--- src/rtl/bcd_step_source.sv ---
// ---------------------------------------------------------------------------
// bcd_step_source
//
// Registered 4-bit digit source for a downstream combinational 4-bit code
// converter. Each step presents a new (or unchanged) digit on a/b/c/d. The
// digit is then held for a settle window, and a one-cycle sample_valid strobe
// tells the next stage that the converter outputs are stable.
//
// Ports:
//   clk          in   rising-edge clock
//   rst_n        in   asynchronous active-low reset
//   run          in   level; 1 = keep stepping, 0 = stop after current step
//   mode         in   00 hold, 01 count up, 10 count down, 11 load
//   load_val     in   digit to load when mode = 11
//   a,b,c,d      out  digit bits 3..0 (a = MSB) to the converter
//   sample_valid out  one-cycle strobe: converter outputs settled
//   wrap         out  one-cycle pulse: last step wrapped
//   load_err     out  one-cycle pulse: load rejected (load_val > MAX_DIGIT)
//   busy         out  high whenever the sequencer is not idle
//
// Every output comes straight from a flop, so there is no combinational path
// from any input to any output.
// ---------------------------------------------------------------------------
module bcd_step_source #(
    parameter int MAX_DIGIT  = 9,   // legal 1..15
    parameter int SETTLE_CYC = 2    // legal 1..15
) (
    input  logic       clk,
    input  logic       rst_n,
    input  logic       run,
    input  logic [1:0] mode,
    input  logic [3:0] load_val,
    output logic       a,
    output logic       b,
    output logic       c,
    output logic       d,
    output logic       sample_valid,
    output logic       wrap,
    output logic       load_err,
    output logic       busy
);

    localparam logic [3:0] MAX_D       = 4'(MAX_DIGIT);
    localparam logic [3:0] SETTLE_LAST = 4'(SETTLE_CYC - 1);

    localparam logic [1:0] MODE_HOLD = 2'b00;
    localparam logic [1:0] MODE_UP   = 2'b01;
    localparam logic [1:0] MODE_DOWN = 2'b10;
    localparam logic [1:0] MODE_LOAD = 2'b11;

    typedef enum logic [1:0] {
        IDLE   = 2'd0,
        DRIVE  = 2'd1,
        SETTLE = 2'd2,
        STROBE = 2'd3
    } state_t;

    state_t     state_q, state_d;
    logic [3:0] digit_q, digit_d;
    logic [3:0] cnt_q,   cnt_d;
    logic       sv_q,    sv_d;
    logic       wrap_q,  wrap_d;
    logic       err_q,   err_d;
    logic       busy_q,  busy_d;

    always_comb begin
        state_d = state_q;
        digit_d = digit_q;
        cnt_d   = cnt_q;
        sv_d    = 1'b0;
        wrap_d  = 1'b0;
        err_d   = 1'b0;

        case (state_q)
            IDLE: begin
                if (run) begin
                    state_d = DRIVE;
                end
            end

            // mode is only looked at here; the new digit, wrap and load_err
            // all appear together on the edge leaving DRIVE.
            DRIVE: begin
                cnt_d   = 4'd0;
                state_d = SETTLE;
                case (mode)
                    MODE_UP: begin
                        if (digit_q == MAX_D) begin
                            digit_d = 4'd0;
                            wrap_d  = 1'b1;
                        end else begin
                            digit_d = digit_q + 4'd1;
                        end
                    end
                    MODE_DOWN: begin
                        if (digit_q == 4'd0) begin
                            digit_d = MAX_D;
                            wrap_d  = 1'b1;
                        end else begin
                            digit_d = digit_q - 4'd1;
                        end
                    end
                    MODE_LOAD: begin
                        // Out-of-range loads leave the digit alone so it can
                        // never exceed MAX_DIGIT.
                        if (load_val <= MAX_D) begin
                            digit_d = load_val;
                        end else begin
                            err_d = 1'b1;
                        end
                    end
                    default: begin
                        digit_d = digit_q;   // MODE_HOLD: full step, same digit
                    end
                endcase
            end

            // Strobe is registered, so it is raised on the edge that ends the
            // last settle cycle and is therefore visible during STROBE.
            SETTLE: begin
                cnt_d = cnt_q + 4'd1;
                if (cnt_q == SETTLE_LAST) begin
                    state_d = STROBE;
                    sv_d    = 1'b1;
                end
            end

            STROBE: begin
                state_d = run ? DRIVE : IDLE;
            end

            default: begin
                state_d = IDLE;
            end
        endcase

        busy_d = (state_d != IDLE);
    end

    always_ff @(posedge clk or negedge rst_n) begin
        if (!rst_n) begin
            state_q <= IDLE;
            digit_q <= 4'd0;
            cnt_q   <= 4'd0;
            sv_q    <= 1'b0;
            wrap_q  <= 1'b0;
            err_q   <= 1'b0;
            busy_q  <= 1'b0;
        end else begin
            state_q <= state_d;
            digit_q <= digit_d;
            cnt_q   <= cnt_d;
            sv_q    <= sv_d;
            wrap_q  <= wrap_d;
            err_q   <= err_d;
            busy_q  <= busy_d;
        end
    end

    assign a            = digit_q[3];
    assign b            = digit_q[2];
    assign c            = digit_q[1];
    assign d            = digit_q[0];
    assign sample_valid = sv_q;
    assign wrap         = wrap_q;
    assign load_err     = err_q;
    assign busy         = busy_q;

endmodule

--- config.mk ---
export PLATFORM = sky130hd
export DESIGN_NAME = bcd_step_source
export DESIGN_NICKNAME = d
export VERILOG_FILES = /design/src/rtl/bcd_step_source.sv
export SDC_FILE = /design/constraint.sdc
export NUM_CORES = 1
export LEC_CHECK = 0
export ABC_AREA = 1
export BUFFER_PORTS_ARGS = -buffer_cell sky130_fd_sc_hd__clkbuf_2
export CAP_MARGIN = 20
export CORE_MARGIN = 4
export CORE_UTILIZATION = 50
export CTS_BUF_LIST = sky130_fd_sc_hd__clkbuf_4 sky130_fd_sc_hd__clkbuf_8
export DETAILED_ROUTE_END_ITERATION = 10
export HOLD_SLACK_MARGIN = 0.06
export PLACE_DENSITY = 0.73
export SLEW_MARGIN = 20
export SYNTH_ARGS = -nofsm -noshare
export SYNTH_HDL_FRONTEND = slang
export SYNTH_SLANG_ARGS = --single-unit
--- constraint.sdc ---
create_clock -name clk -period 2.2 [get_ports clk]
set_clock_uncertainty 0.2 [all_clocks]
set_input_delay 0.44 -clock clk [delete_from_list [all_inputs] [get_ports clk]]
set_output_delay 0.44 -clock clk [all_outputs]
set_load 0.1 [all_outputs]
==> results.cfg <==
[synth]
synthDistinctLibCells = 19
ys_seq_area_share_pct = 39.2
synth_seq_cells = 14
synthCells = 120
syn-num-nets = 139
syn_area_um2 = 893
yosys_warnings = 0
avgSynthCellArea_um2 = 7.44

[floorplan]
rows = 15
die-area_um2 = 2530
die_h_um = 50.3
num_io_pins = 17
coreArea_um2 = 1710
initial_core_util_pct = 52.3
die_w_um = 50.3

[sta]
tightest_slew_ns = 0.544
hold_viol = 0
tns_ns = 0
post-route-period-util_pct = 87.9
holdWs_ns = 0.262
drv_slew = 0
rsz0062_at_grt = no
min_period_ns = 1.93
timing.slew.headroom_pct = 63.9
setup_viol = 0
final.setup.worst_slack_ns = 0.265
fmax_mhz = 517

[cts]
clk_latency_ns = 0.27
h-tree-depth = 1
cts-root-buf = clkbuf_4
cts_buffers = 3
cts-hold-fix-buffers = 1
cts_tree = built
cts.reportedPaths.clkPinSlew_ns = 0.08
cts.sinks = 14
cts_buffer_depth = 2
cts_resized = 0
postCtsSetupBuffers = 0

[run_status]
status = completed

[worst_setup_path]
crit_chain = clkbuf_2
path_delay_family = flip-flops
startpoint_type = register
ff2ff_path_depth = 5
crit_required_ns = 1.56
crit_buf_inv = 1
max_stage_delay_ns = 0.51
cp_slowest_cell = dfrtp_1
cp_max_fo = 8
r2r_slack_ns = 0.62
timing.rr.end = busy
arrival_ns = 1.29
path_class = reg -> out
cp-startpoint = digit_q[0]
end_kind = primary output
r2r_start = state_q[0]

[routing]
drt_iter0_drc = 14
first_pass_iters = 4
route.vias.total = 792
wl_met2_um = 882
viasPerCell = 4.77
drt-wirelength-per-cell_um = 10.3
wl_met3_um = 54
met1_length_um = 769
drc_errors = 0
routed_wl_um = 1720
top_layer_used = met4
ant_nets = 0

[power_and_ir_drop]
switching_share_pct = 56.6
p_clk_share_pct = 11.5
vdd_drop_max_uv = 724
p_sw_uw = 890
p_per_area_nw_per_um2 = 1500
internal-power_uw = 683
seqPwrFrac_pct = 28.7
leakage_nw = 0.603
power_mw = 1.57
power_frac_comb_pct = 59.8

[min_path]
hold_end = load_err
whs_path_depth = 3
min-delay-start = load_val[3]
hold_class = in -> reg

[cells_and_area]
area_delta_synth_final_pct = 17.6
antennaDiodeCount = 0
nets = 161
fin_util_pct = 61.5
final_layout_size_suffix_gt1_share_pct = 18.4

[place]
globalplace.congestion = 0.776
dp_hpwl_um = 1390
place_ws_ns = 0.472
io_buffers = 16

[grt]
grt_overflow = 0
grt_use_total_pct = 15.5
grt_start_max_net_pins = 15
grt_pass1_vias = 773
grt_pass1_wl_um = 3130
grt_antenna_before_repair = 0

[flow_run]
cap_violations = 0
worst register-to-register path: stages, from the launching register on:
cell and delay [ns]:
dfrtp_1 0.41, inv_1 0.11, ha_1 0.25, nand4_1 0.16, or2_2 0.31, nand3_1 0.07
power by group through the flow:
stage / Sequential, mW / Clock [mW] / Combinational (mW)
floorplan: 0.784 / 0 / 0.436
global placement: 0.455 / 0 / 0.926
detailed placement: 0.457 / 0 / 0.946
CTS: 0.452 / 0.189 / 0.949
global route: 0.466 / 0.201 / 1.05
finish: 0.452 / 0.181 / 0.941
cell families after synthesis:
kind of cell / share of synthesized area, %
buf+inv: 8.40
simple gates: 31.5
compound gates: 6.86
flops: 39.2
fa+ha+maj: 14.0
metrics by stage:
step	area, µm²	instances
floorplan	893	120
global placement	1000	161
detailed placement	1000	161
CTS	1050	166
global route	1050	166
finish	1050	166
routing by layer:
metal,GRT usage (%),vias to the layer above
li1,-,422
met1,19.3,357
met3,2.08,2
met2,27.8,11
met5,0,-
met4,4.15,0
flip-flops by register name, summed over array words and instances (netlist names):
name          flops
busy              1
digit_q           4
state_q           2
cnt_q             4
wrap              1
sample_valid      1
load_err          1
cell usage after synthesis:
| library cell | n | area [µm²] |
|---|---|---|
| o22ai_1 | 2 | 12.5 |
| nand2_2 | 1 | 6.26 |
| o21ai_1 | 1 | 5.00 |
| inv_2 | 1 | 3.75 |
| or2_2 | 1 | 6.26 |
| o21a_1 | 1 | 7.51 |
| ha_1 | 10 | 125 |
| o21ai_0 | 2 | 10.0 |
| nand4_1 | 3 | 18.8 |
| nand2_4 | 1 | 11.3 |
| nor2_1 | 10 | 37.5 |
| nor2_2 | 2 | 12.5 |
| nand3_1 | 8 | 40.0 |
| a31oi_1 | 1 | 6.26 |
| nand2_1 | 37 | 139 |
| nor3_1 | 2 | 10.0 |
| a21oi_1 | 4 | 20.0 |
| dfrtp_1 | 14 | 350 |
| inv_1 | 19 | 71.3 |
cells in the final DEF (no fill, tap or decap), types with 3 or more instances in the layout:
cell type | synthesis | final
ha_1 | 10 | 10
a21oi_1 | 4 | 4
nor2_1 | 10 | 10
nand3_1 | 8 | 8
inv_1 | 19 | 19
clkbuf_2 | 0 | 16
nand4_1 | 3 | 3
nand2_1 | 37 | 37
clkbuf_4 | 0 | 3
dfrtp_1 | 14 | 14
how the worst max path moves through the flow:
stage / end / cells after the start / slack, ns
4_1_cts: d / 1 / 0.26
2_1_floorplan: digit_q[3] / 7 / 0.34
5_1_grt: d / 1 / 0.21
6_report: d / 1 / 0.27
3_5_place_dp: digit_q[3] / 10 / 0.47
3_3_place_gp: digit_q[3] / 10 / 0.47
cell type report:
class | instances | area [µm²]
multi-input cells | 86 | 468
well taps | 25 | 31.3
repair buffers | 17 | 90.1
fillers | 168 | 657
flip-flops and latches | 14 | 350
inverters | 20 | 75.1
clock buffers | 4 | 36.3
Note: power is estimated with default switching activity, not from simulation.
